[config.mk]
export PLATFORM = sky130hd
export DESIGN_NAME = prio_irq_ctrl_flat
export DESIGN_NICKNAME = d
export VERILOG_FILES = /design/src/rtl/prio_irq_ctrl_if.sv /design/src/rtl/prio_irq_ctrl.sv /design/src/flat_wrapper.sv
export SDC_FILE = /design/constraint.sdc
export NUM_CORES = 1
export LEC_CHECK = 0
export CAP_MARGIN = 20
export CORE_MARGIN = 2
export CORE_UTILIZATION = 45
export DETAILED_ROUTE_END_ITERATION = 16
export PLACE_DENSITY_LB_ADDON = 0.25
export SETUP_SLACK_MARGIN = 0.1
export SLEW_MARGIN = 5
export SYNTH_ARGS = -nofsm -noshare
export SYNTH_HDL_FRONTEND = slang
export SYNTH_SLANG_ARGS = --single-unit
[constraint.sdc]
create_clock -name clk -period 2.3 [get_ports clk]
set_input_delay 0.345 -clock clk [delete_from_list [all_inputs] [get_ports clk]]
set_output_delay 0.345 -clock clk [all_outputs]
set_load 0.005 [all_outputs]
[src/rtl/prio_irq_ctrl_if.sv]
// rtl/prio_irq_ctrl_if.sv - grant handshake between the controller and its consumer
interface prio_irq_ctrl_if;
  logic       irq_valid;
  logic [2:0] irq_code;
  logic       irq_ack;

  modport master (output irq_valid, output irq_code, input irq_ack);
  modport slave  (input irq_valid, input irq_code, output irq_ack);
endinterface

[src/rtl/prio_irq_ctrl.sv]
// rtl/prio_irq_ctrl.sv - pending capture, masking and fixed-priority grant of eight request lines
module prio_irq_ctrl #(
  parameter bit EDGE_MODE = 1'b1,
  parameter int N_REQ     = 8
) (
  input  logic                 clk,
  input  logic                 rst,
  input  logic [N_REQ-1:0]     req_in,
  input  logic [N_REQ-1:0]     mask,
  input  logic                 ovf_clr,
  output logic [N_REQ-1:0]     pending,
  output logic                 overflow,
  prio_irq_ctrl_if.master      irq
);

  localparam logic [0:0] S_IDLE    = 1'b0;
  localparam logic [0:0] S_PRESENT = 1'b1;

  logic [0:0]       state;
  logic [N_REQ-1:0] req_q;
  logic [N_REQ-1:0] evt;
  logic [N_REQ-1:0] clr;
  logic [N_REQ-1:0] eligible;
  logic [2:0]       enc_code;

  always_comb begin
    evt = EDGE_MODE ? (req_in & ~req_q) : req_in;
    clr = '0;
    if (irq.irq_valid && irq.irq_ack)
      clr = {{(N_REQ-1){1'b0}}, 1'b1} << (3'd7 - irq.irq_code);
    eligible = pending & mask;
  end

  // Ascending scan so the highest eligible line is the last assignment to win.
  always_comb begin
    enc_code = '0;
    for (int k = 0; k < N_REQ; k++)
      if (eligible[k]) enc_code = 3'(N_REQ - 1 - k);
  end

  always_ff @(posedge clk) begin
    if (rst) begin
      req_q         <= '0;
      pending       <= '0;
      overflow      <= 1'b0;
      irq.irq_valid <= 1'b0;
      irq.irq_code  <= '0;
      state         <= S_IDLE;
    end else begin
      req_q   <= req_in;
      pending <= (pending & ~clr) | evt;
      if (|(evt & pending & ~clr))
        overflow <= 1'b1;
      else if (ovf_clr)
        overflow <= 1'b0;

      case (state)
        S_IDLE: begin
          if (|eligible) begin
            irq.irq_code  <= enc_code;
            irq.irq_valid <= 1'b1;
            state         <= S_PRESENT;
          end
        end
        S_PRESENT: begin
          if (irq.irq_ack) begin
            irq.irq_valid <= 1'b0;
            state         <= S_IDLE;
          end
        end
        default: state <= S_IDLE;
      endcase
    end
  end

endmodule

[src/flat_wrapper.sv]
// flat-port wrapper written by rule: the top's interface ports become plain ports
module prio_irq_ctrl_flat 
#(
  parameter bit EDGE_MODE = 1'b1,
  parameter int N_REQ     = 8
)
  (clk, rst, req_in, mask, ovf_clr, pending, overflow, irq_irq_valid, irq_irq_code, irq_irq_ack);
  prio_irq_ctrl_if irq_i ();
  input  logic clk;
  input  logic rst;
  input  logic [N_REQ-1:0] req_in;
  input  logic [N_REQ-1:0] mask;
  input  logic ovf_clr;
  output logic [N_REQ-1:0] pending;
  output logic overflow;
  output wire logic [$bits(irq_i.irq_valid)-1:0] irq_irq_valid;
  output wire logic [$bits(irq_i.irq_code)-1:0] irq_irq_code;
  input wire logic [$bits(irq_i.irq_ack)-1:0] irq_irq_ack;
  assign irq_irq_valid = irq_i.irq_valid;
  assign irq_irq_code = irq_i.irq_code;
  assign irq_i.irq_ack = irq_irq_ack;
  prio_irq_ctrl #(.EDGE_MODE(EDGE_MODE), .N_REQ(N_REQ)) u_core (.clk(clk), .rst(rst), .req_in(req_in), .mask(mask), .ovf_clr(ovf_clr), .pending(pending), .overflow(overflow), .irq(irq_i));
endmodule
# Word-level counts from Yosys, hierarchy flattened

Index checks and enable logic that the tools add are counted.

Register bits after elaboration: 22
Input bits: 20
Output and inout port bits: 13

Add/subtract/negate cells: 1
Equality and inequality tests: 2
Shift operators: 1
Mux-type cells: 17
Bitwise gates (word level): 9
Reductions and logical operators: 6

Operator list:

| cell                                                               | count |
|---|---|
| 8-bit AND                                                          | 5 |
| 3-bit 2-to-1 mux                                                   | 8 |
| 8-bit inverter                                                     | 2 |
| 8-bit OR reduction                                                 | 2 |
| 8-bit 2-to-1 mux                                                   | 1 |
| 8-bit OR                                                           | 1 |
| 1-bit by 3-bit left shift with 8-bit output (first input constant) | 1 |
| 1-bit 2-to-1 mux                                                   | 6 |
| 1-bit one-hot mux with 2 select lines                              | 2 |
| 2-bit AND reduction                                                | 2 |
| 3-bit subtractor (first input constant)                            | 1 |
| 2-bit by 1-bit != test with 1-bit output (second input constant)   | 1 |
| 2-bit != test (second input constant)                              | 1 |
| 2-bit nonzero test                                                 | 1 |
| 1-bit logical AND                                                  | 1 |
| 1-bit inverter                                                     | 1 |

# Longest topological paths before layout

Gate-level depths: netlist of the first run.

Depth in word-level cells: 9
Mapped depth: 4

# Least setup slack after synthesis of the first run

Ideal clock, no wire load.

Kind: reg-to-reg
Start: register u_core.irq.irq_code[1]
End: register u_core.overflow
Library setup time: 0.125 ns
Arrival: 1.347 ns
Required time: 2.175 ns
Path slack: 0.828 ns
Stages on the path, launching flop included: 5
Path buffers: 0
Path through: dfxtp_1 > or3b_1 > o21ai_1 > o22ai_1 > o41a_1

Word-level cells in the longest chain between the ends: 7
Elaborated cells between the ends (all ways): 8

Ends and longest elaborated chain:

| what                                                          | RTL line              | source |
|---|---|---|
| from (decl)                                                   | prio_irq_ctrl_if.sv:7 | `modport master (output irq_valid, output irq_code, input irq_ack);` |
| from (signal assigned)                                        | prio_irq_ctrl.sv:60   | `irq.irq_code <= enc_code;` |
| 3-bit subtractor (*)                                          | prio_irq_ctrl.sv:30   | `clr = {{(N_REQ-1){1'b0}}, 1'b1} << (3'd7 - irq.irq_code);` |
| 1-bit by 3-bit left shift with 8-bit output (*)               | prio_irq_ctrl.sv:30   |  |
| 8-bit 2-to-1 mux (*)                                          | prio_irq_ctrl.sv:29   | `if (irq.irq_valid && irq.irq_ack)` |
| 8-bit inverter (*)                                            | prio_irq_ctrl.sv:52   | `if (\|(evt & pending & ~clr))` |
| 8-bit AND (*)                                                 | prio_irq_ctrl.sv:52   |  |
| 8-bit OR reduction (*)                                        | prio_irq_ctrl.sv:52   |  |
| 1-bit 2-to-1 mux / 2-bit nonzero test (equally long branches) | --                    |  |
| to (signal assigned)                                          | prio_irq_ctrl.sv:45   | `overflow <= 1'b0;` |
| to (signal assigned)                                          | prio_irq_ctrl.sv:53   | `overflow <= 1'b1;` |
| to (signal assigned)                                          | prio_irq_ctrl.sv:55   | `overflow <= 1'b0;` |
| to (decl)                                                     | prio_irq_ctrl.sv:12   | `output logic overflow,` |

Every way passes the cells marked *; elsewhere a longest branch is shown, timed or not.
A chain may end at the register's enable or synchronous reset.

# Final worst setup path of the first run

Start: input port irq_irq_ack
End: register u_core.overflow

Word-level cells in the longest chain between the ends: 6
Elaborated cells between the ends (all ways): 7

Ends and longest elaborated chain:

| what                                                          | RTL line            | source |
|---|---|---|
| from (decl)                                                   | flat_wrapper.sv:18  | `input wire logic [$bits(irq_i.irq_ack)-1:0] irq_irq_ack;` |
| 1-bit logical AND (*)                                         | prio_irq_ctrl.sv:29 |  |
| 8-bit 2-to-1 mux (*)                                          | prio_irq_ctrl.sv:29 |  |
| 8-bit inverter (*)                                            | prio_irq_ctrl.sv:52 |  |
| 8-bit AND (*)                                                 | prio_irq_ctrl.sv:52 |  |
| 8-bit OR reduction (*)                                        | prio_irq_ctrl.sv:52 |  |
| 1-bit 2-to-1 mux / 2-bit nonzero test (equally long branches) | --                  |  |

Marks and branches as above.

==> reports/qor.yml, run 1 <==
avgViaCountPerCell: 5.531
wl_mm: 2.108
grt_max_degree: 13
worst_pin_slew_ps: 415.1
synth_area_um2: 889.6
min-delay-start: "u_core.req_q[5]$_SDFF_PP0_"
synth_seq_cells: 22
setup-tns-final_ps: 0
critical_path_class: "input port to flip-flop"
die_area_um2: 2348
clkTransAtPathRegs_ps: 120
die_h_um: 48.46
rows: 16
worstHoldPathType: "flip-flop to flip-flop"
yosysMostFrequentCell: "dfxtp_1"
finalHoldViolCount: 0
drt-met1-wl_um: 910
cp.arrival_ps: 1990
synth-edff-count: 0
numPortBuffers: 32
status: "finished clean"
fin_nets: 154
wl_met3_um: 148
synth_area_leaders: "dfxtp_1 (50%), nand2b_1 (7.7%), a21oi_1 (7.3%), nor2b_1 (5.6%), a22oi_1 (3.4%)"
grt_pass1_wl_mm: 3.726
synth_ff_type: "dfxtp_1"
synth_cell_types: 24
wl_met2_mm: 1.036
boundaryPins: 33
place_inst: 156
max_freq_mhz: 558.5
drtIter0Drc: 18
p_per_area_nw_per_um2: 651.3
syn_nets: 118
crit_path_max_fanout: 5
slew_violations: 0
layout-area-overhead-vs-synth_pct: 43.88
synthCells: 98
synth_top_cell_area_share_pct: 49.51
cts.sinks: 22
slew_headroom_pct: 72.24
worst_setup_path_start_kind: "input port"
place.gp.congestion: 0.8043
routed.top_layer: "met4"
avgSynthCellArea_um2: 9.078
skew_ps: 3.993
peakVddDrop_v: 0.0004379
min_to: "u_core.pending[5]$_SDFF_PP0_"
p_leak_nw: 0.4637
seq_area_frac_synth_pct: 49.51
worstReg2RegStart: "u_core.irq.irq_code[1]$_SDFFE_PP0P_"
hold_depth: 2
cts_root_buffer: "clkbuf_4"
cts_tree: "yes"
numCtsBuffers: 3
antenna_found_initial: 0
ys_top_cells_by_count: "dfxtp_1 (22), a21oi_1 (13), nand2b_1 (11)"
fin_cells: 160
wl_per_cell_um: 13.18
synth_top_area_cell: "dfxtp_1"
initial_core_util_pct: 46.29
synth_async_sr_flop_share_pct: 0
ant_nets: 0
r2r_end: "u_core.overflow$_SDFFE_PP0P_"
min_period_ps: 1790
track_usage_pct: 19.93
die_w_um: 48.46
hold_buffers: 0
maxCapViolCount: 0
fillerInstances: 172
drc: 0
setup_viol: 0
drt-pass1-iter-count: 4
reg2reg_depth: 4
ys_warn_count: 0
core-area_um2: 1922
dp.final_hpwl_mm: 1.663
clk_latency_ps: 300
final_layout_size_suffix_gt1_share_pct: 3.759
clk_path_buf_depth: 2
post-cts-setup-buffers: 0
vias: 885
crit_path_end_kind: "flip-flop"
ff2ff_setup_slack_ps: 710
crit_required_ps: 2500
diodes: 0
htreeDepth: 1
ctsResizeCount: 0
first_global_vias: 855
rsz0062_at_grt: "false"
finalCritPeriodShare_pct: 77.85
overflow: 0
registers in the layout, indices dropped and copies added, names as in the netlist:
name	flops
u_core.irq.irq_valid	1
u_core.req_q	8
u_core.state	1
u_core.pending	8
u_core.irq.irq_code	3
u_core.overflow	1
cell families (layout without fill, tap and decap cells):
kind of cell / count (synthesis) / count (layout) / share of synthesized area [%]
AO/OA/AOI/OAI: 37 / 37 / 25.74
buffers and inverters: 3 / 38 / 1.266
flip-flops: 22 / 22 / 49.51
AND/OR/NAND/NOR: 36 / 36 / 23.49
per-layer routing:
metal  GRT usage (%)  vias up
met1           24.26      418
met4           6.190        0
li1                -      431
met5               0        -
met2           34.26       34
met3           5.556        2
how the worst max path moves through the flow:
| stage | from | endpoint | slack, ps | depth (start not counted) |
|---|---|---|---|---|
| floorplan | u_core.irq.irq_code[1]$_SDFFE_PP0P_ | u_core.overflow$_SDFFE_PP0P_ | 830 | 4 |
| global placement | irq_irq_ack | u_core.overflow$_SDFFE_PP0P_ | 250 | 5 |
| detailed placement | irq_irq_ack | u_core.overflow$_SDFFE_PP0P_ | 210 | 5 |
| CTS | irq_irq_ack | u_core.overflow$_SDFFE_PP0P_ | 530 | 5 |
| global route | irq_irq_ack | u_core.overflow$_SDFFE_PP0P_ | 430 | 5 |
| finish | irq_irq_ack | u_core.overflow$_SDFFE_PP0P_ | 510 | 5 |
critical path, stage by stage:
cell and delay [ps]:
clkdlybuf4s50_1 550, or3b_1 390, o21ai_1 190, o22ai_1 100, o41a_1 410
power by group:
group	internal [W]	switching (W)	leakage, nW
registers	0.000413	0.0000301	0.183
clock network	0.0000965	0.000115	0.0210
logic	0.000107	0.0000708	0.259
cell type report:
type	count	area, µm²	share of cell area, %
flip-flops and latches	22	440.4	34.41
inverters	1	3.754	0.2933
clock buffers	4	36.28	2.835
well taps	27	33.78	2.639
repair buffers	33	327.8	25.61
multi-input cells	73	437.9	34.21
per-stage QoR:
step	cell area [µm²]	util, %	power, W	setup slack [ps]	hold WS (ps)
after floorplan	889.6	-	0.0005257	827.6	473.2
after global placement	1244	64.71	0.0006250	251.4	487.7
after global routing	1280	66.60	0.0008752	426.3	554.8
final	1280	66.60	0.0008337	509.5	520.1
after CTS	1280	66.60	0.0008352	526.9	525.9
after detailed placement	1244	64.71	0.0006293	213.4	504.1
layout by cell type, fill, tap and decap left out:
cell type	instances
o21ai_0	4
o41a_1	1
inv_1	1
clkbuf_4	3
a21oi_1	13
nand2_1	5
dfxtp_1	22
a32oi_1	2
o22ai_1	3
nand2b_1	11
a41oi_1	1
nor3_1	2
o21ai_1	5
clkbuf_8	1
a22oi_1	4
o21a_1	2
nand3_1	1
buf_4	1
or3b_1	1
nor2b_1	8
nor2_1	3
o221ai_1	1
nand4_1	1
clkdlybuf4s50_1	32
nor3b_1	1
nand3b_1	3
a31o_1	1
No activity file was read; power rests on OpenSTA's default activity.
==> run 2, diff against run 1 <==
--- a/config.mk
+++ b/config.mk
@@ -7,7 +7,7 @@
 export LEC_CHECK = 0
 export CAP_MARGIN = 20
 export CORE_MARGIN = 2
-export CORE_UTILIZATION = 45
+export CORE_UTILIZATION = 38
 export DETAILED_ROUTE_END_ITERATION = 16
 export PLACE_DENSITY_LB_ADDON = 0.25
 export SETUP_SLACK_MARGIN = 0.1
==> constraint.sdc (replaced) <==
create_clock -name clk -period 1.6 [get_ports clk]
set_input_delay 0.24 -clock clk [delete_from_list [all_inputs] [get_ports clk]]
set_output_delay 0.24 -clock clk [all_outputs]
set_load 0.005 [all_outputs]
==> run 2 against run 1 <==
  * First-iteration DRC count increased by 44%
  * Global-route usage increased by 0.74 points
  * Critical path depth decreased by 1
  * Combinational power increased by 86%
  * Non-clock buffer count increased by 16
  * Routed wire length increased by 23%
  * Largest power group unchanged
==> reports/qor.yml, run 2 (synthesis results as in run 1) <==
biggestRegsByFlops: "u_core.pending (8), u_core.req_q (8), u_core.irq.irq_code (3)"
htreeDepth: 1
die_h_um: 52.39
cts_tree: "yes"
max_freq_mhz: 632.6
fin_ws_ps: 19.12
grt_pass1_wl_mm: 4.064
ff2ff_setup_slack_ps: 20
clkTransAtPathRegs_ps: 120
die_area_um2: 2744
cts_root_buffer: "clkbuf_4"
worst_pin_slew_ps: 431.4
wl_per_cell_um: 14.74
hold_ws_ps: 493.7
worstHoldPathType: "input port to flip-flop"
setup_viol: 0
numCtsBuffers: 3
hold_buffers: 0
clk_path_buf_depth: 2
rows: 17
ant_nets: 0
overflow: 0
peakVddDrop_v: 0.0005596
final_common_cell: "clkdlybuf4s50_1"
initial_core_util_pct: 40.21
layout-area-overhead-vs-synth_pct: 59.49
core-area_um2: 2212
antenna_found_initial: 0
maxCapViolCount: 0
track_usage_pct: 20.67
worst_setup_path_start_kind: "flip-flop"
grtUsageMet1_pct: 24.51
finalCritPeriodShare_pct: 98.81
wl_mm: 2.595
min-delay-start: "irq_irq_ack"
slew_headroom_pct: 71.15
rsz0062_at_grt: "true"
endpoint: "u_core.overflow$_SDFFE_PP0P_"
cp.arrival_ps: 1780
diodes: 0
setup-tns-final_ps: 0
grt_max_degree: 13
r2r_end: "u_core.overflow$_SDFFE_PP0P_"
worstReg2RegStart: "u_core.irq.irq_code[2]$_SDFFE_PP0P_"
drtIter0Drc: 26
place.gp.congestion: 0.8454
met3_usage_pct: 4.000
gr-usage-met2_pct: 35.42
avgViaCountPerCell: 5.278
min_period_ps: 1581
finalHoldViolCount: 0
layout_common_cells: "clkdlybuf4s50_1 (30), buf_4 (17), a21oi_1 (13)"
clk_latency_ps: 310
dpl_worst_slack_ps: -354.5
reg2reg_depth: 4
dp.final_hpwl_mm: 1.908
first_global_vias: 914
numPortBuffers: 32
crit_path_start: "u_core.irq.irq_code[2]$_SDFFE_PP0P_"
drc: 0
status: "finished clean"
boundaryPins: 33
vias: 929
p_leak_nw: 0.5420
skew_ps: 7.916
fin_nets: 170
die_w_um: 52.39
top_usage_layer: "met2"
cts.sinks: 22
critical_path_class: "flip-flop to flip-flop"
drt-pass1-iter-count: 4
crit_path_end_kind: "flip-flop"
slew_violations: 0
final_layout_size_suffix_gt1_share_pct: 22.97
p_per_area_nw_per_um2: 859.4
crit_required_ps: 1800
crit_path_max_fanout: 4
==> run 2: changes by cell type in the layout (fill, tap and decap cells not counted), sizes merged <==
cell / previous run / this run
dlygate4sd2: 0 / 2
clkbuf: 4 / 3
buf: 1 / 17
clkdlybuf4s50: 32 / 30
==> run 2: per-stage QoR <==
stage,utilization (%),cell area [µm²],total power [W],std cells
6_report,64.14,1419,0.001219,176
5_1_grt,64.14,1419,0.001282,176
4_1_cts,62.90,1391,0.001212,175
3_5_place_dp,60.01,1328,0.0009437,168
3_3_place_gp,60.01,1328,0.0009347,168
2_1_floorplan,-,889.6,0.0007558,98
==> run 2: worst min-delay path by stage <==
stage	slack (ps)	end	cells after the start
floorplan	370	u_core.req_q[0]$_SDFF_PP0_	1
global placement	500	u_core.pending[5]$_SDFF_PP0_	2
detailed placement	490	u_core.pending[5]$_SDFF_PP0_	2
CTS	490	u_core.state$_SDFF_PP0_	4
global route	510	u_core.irq.irq_valid$_SDFFE_PP0P_	4
finish	490	u_core.irq.irq_valid$_SDFFE_PP0P_	4
==> run 2: cell type report <==
cell class	count	area, µm²
multi-input combinational	73	455.4
sequential	22	456.7
inverter	1	3.754
tap	28	35.03
clock buffer	3	22.52
fill	209	793.3
timing repair buffer	49	445.4
==> run 2: layer usage <==
layer / vias to the layer above / routed length, µm
met5: - / 0
li1: 459 / -
met3: 7 / 139
met1: 435 / 1097
met2: 28 / 1310
met4: 0 / 46
==> run 2: worst max-delay path, stage by stage (launching register included) <==
cell and delay (ps):
dfxtp_4 380, or3b_4 400, o21ai_4 160, o22ai_1 110, o41a_1 420
==> run 2: what timing repair did <==
item / CTS / global route
endpoints found under the setup margin: 4 / 11
setup buffers: 4 / 1
pin swaps: 5 / 1
resized for setup: 9 / 10
==> run 2: report_power, final <==
| part | total (W) | internal (W) | switching (W) |
|---|---|---|---|
| combinational | 0.000331 | 0.000200 | 0.000131 |
| sequential | 0.000640 | 0.000600 | 0.0000407 |
| clock | 0.000248 | 0.0000880 | 0.000160 |
==> run 3, diff against run 2 <==
--- a/config.mk
+++ b/config.mk
@@ -6,8 +6,10 @@
 export NUM_CORES = 1
 export LEC_CHECK = 0
 export CAP_MARGIN = 20
+export CELL_PAD_IN_SITES_DETAIL_PLACEMENT = 1
+export CELL_PAD_IN_SITES_GLOBAL_PLACEMENT = 1
 export CORE_MARGIN = 2
-export CORE_UTILIZATION = 38
+export CORE_UTILIZATION = 28
 export DETAILED_ROUTE_END_ITERATION = 16
 export PLACE_DENSITY_LB_ADDON = 0.25
 export SETUP_SLACK_MARGIN = 0.1
==> constraint.sdc (replaced) <==
create_clock -name clk -period 1.6 [get_ports clk]
set_input_delay 0.32 -clock clk [delete_from_list [all_inputs] [get_ports clk]]
set_output_delay 0.32 -clock clk [all_outputs]
set_load 0.005 [all_outputs]
==> run 3 against run 2 <==
  * Critical endpoint unchanged
  * Global-route usage shrank 2.4 points
  * Setup slack better by 72 ps
  * Combinational power grew 9.7%
  * Critical path type unchanged
  * Die area grew 33%
==> reports/qor.yml, run 3 (synthesis results as in run 1) <==
clkTransAtPathRegs_ps: 120
initial_core_util_pct: 29.38
grt_pass1_wl_mm: 4.726
diodes: 0
overflow: 0
place.gp.congestion: 0.8263
grt_max_degree: 20
cts_tree: "yes"
core-area_um2: 3028
maxCapViolCount: 0
power_w: 0.001251
p_leak_nw: 0.7011
clk_path_buf_depth: 2
slowest_delay_ps: 420
drc: 0
skew_ps: 5.342
critPathSlowestCell: "or3b_4"
die_area_um2: 3644
setup-tns-final_ps: 0
finalHoldViolCount: 0
status: "finished clean"
rsz0062_at_grt: "true"
clk_latency_ps: 320
boundaryPins: 33
cp_cell_sequence: "or3b_4 > o21ai_2 > o22ai_1 > o41a_1"
track_usage_pct: 18.25
vias: 995
avgViaCountPerCell: 5.051
worst_pin_slew_ps: 350.5
htreeDepth: 1
first_global_vias: 1092
cp.arrival_ps: 1720
die_h_um: 60.37
numCtsBuffers: 3
final_layout_size_suffix_gt1_share_pct: 28.76
slew_headroom_pct: 76.63
wl_per_cell_um: 15.09
worst_setup_path_start_kind: "flip-flop"
setup_viol: 0
cts_root_buffer: "clkbuf_4"
p_per_area_nw_per_um2: 817.4
fin_nets: 175
crit_path_max_fanout: 3
worstHoldPathType: "flip-flop to flip-flop"
slew_violations: 0
antenna_found_initial: 0
rows: 20
numPortBuffers: 32
peakVddDrop_v: 0.0003646
min_period_ps: 1509
biggestRegsByFlops: "u_core.pending (8), u_core.req_q (8), u_core.irq.irq_code (3)"
dp.final_hpwl_mm: 2.016
die_w_um: 60.37
layout-area-overhead-vs-synth_pct: 72.01
final_common_cell: "buf_4"
drt-pass1-iter-count: 4
wl_mm: 2.973
cts.sinks: 22
layout_common_cells: "buf_4 (21), clkdlybuf4s50_1 (19), a21oi_1 (13)"
crit_path_end_kind: "flip-flop"
ant_nets: 0
hold_buffers: 0
max_freq_mhz: 662.6
critical_path_class: "flip-flop to flip-flop"
finalCritPeriodShare_pct: 94.33
drtIter0Drc: 31
crit_required_ps: 1820
[run 3: power by group]
group          leakage [nW]  internal [W]  switching (W)  total, W
registers             0.187      0.000599      0.0000304  0.000630
clock network        0.0138     0.0000885       0.000169  0.000258
logic                 0.500      0.000208       0.000155  0.000363
total                 0.701      0.000896       0.000355   0.00125
[run 3: what timing repair did]
item | CTS | global route
pin swaps | 3 | 5
buffers inserted | 11 | 0
setup endpoints to repair | 14 | 11
resized for setup | 22 | 14
endpoints found under the hold margin | 0 | 0
gates cloned | 0 | 0
[run 3: final cells by class]
type / instances / area (µm²)
clock buffer: 3 / 22.52
fill: 356 / 1498
inverter: 1 / 3.754
multi-input combinational: 73 / 476.7
sequential: 22 / 460.4
tap: 44 / 55.05
timing repair buffer: 54 / 511.7
[run 3: layer usage]
metal  track usage (%)  vias to the layer above  share of wire [%]
met5                 0                        -                  0
met4             18.41                        0                6.0
met3             3.198                       18                5.3
met2             28.26                       42                 47
met1             20.66                      464                 41
li1                  -                      471                  -
[run 3: worst paths after layout]
path | slack (ps) | cells past startpoint | to | start
worst max-delay path | 90 | 4 | u_core.overflow$_SDFFE_PP0P_ | u_core.irq.irq_code[2]$_SDFFE_PP0P_
worst min-delay path | 520 | 2 | u_core.pending[0]$_SDFF_PP0_ | u_core.req_q[0]$_SDFF_PP0_
worst max register to register | 90 | 4 | u_core.overflow$_SDFFE_PP0P_ | u_core.irq.irq_code[2]$_SDFFE_PP0P_
worst min register to register | 520 | 2 | u_core.pending[0]$_SDFF_PP0_ | u_core.req_q[0]$_SDFF_PP0_
[run 3: stage by stage]
stage	setup slack, ps	utilization, %	area, µm²	hold WS, ps	cells
after global placement	-361.5	44.67	1353	497.6	183
after floorplan	127.6	-	889.6	448.2	98
after global routing	28.17	50.54	1530	554.1	197
after detailed placement	-394.2	44.67	1353	516.8	183
after CTS	67.46	48.93	1481	526.3	197
final	90.79	50.54	1530	524.1	197
[run 3: critical path: cells and delay by family (launching register included)]
kind,cells,cell delay (ps)
flops,1,370
simple gates,1,420
compound gates,3,610
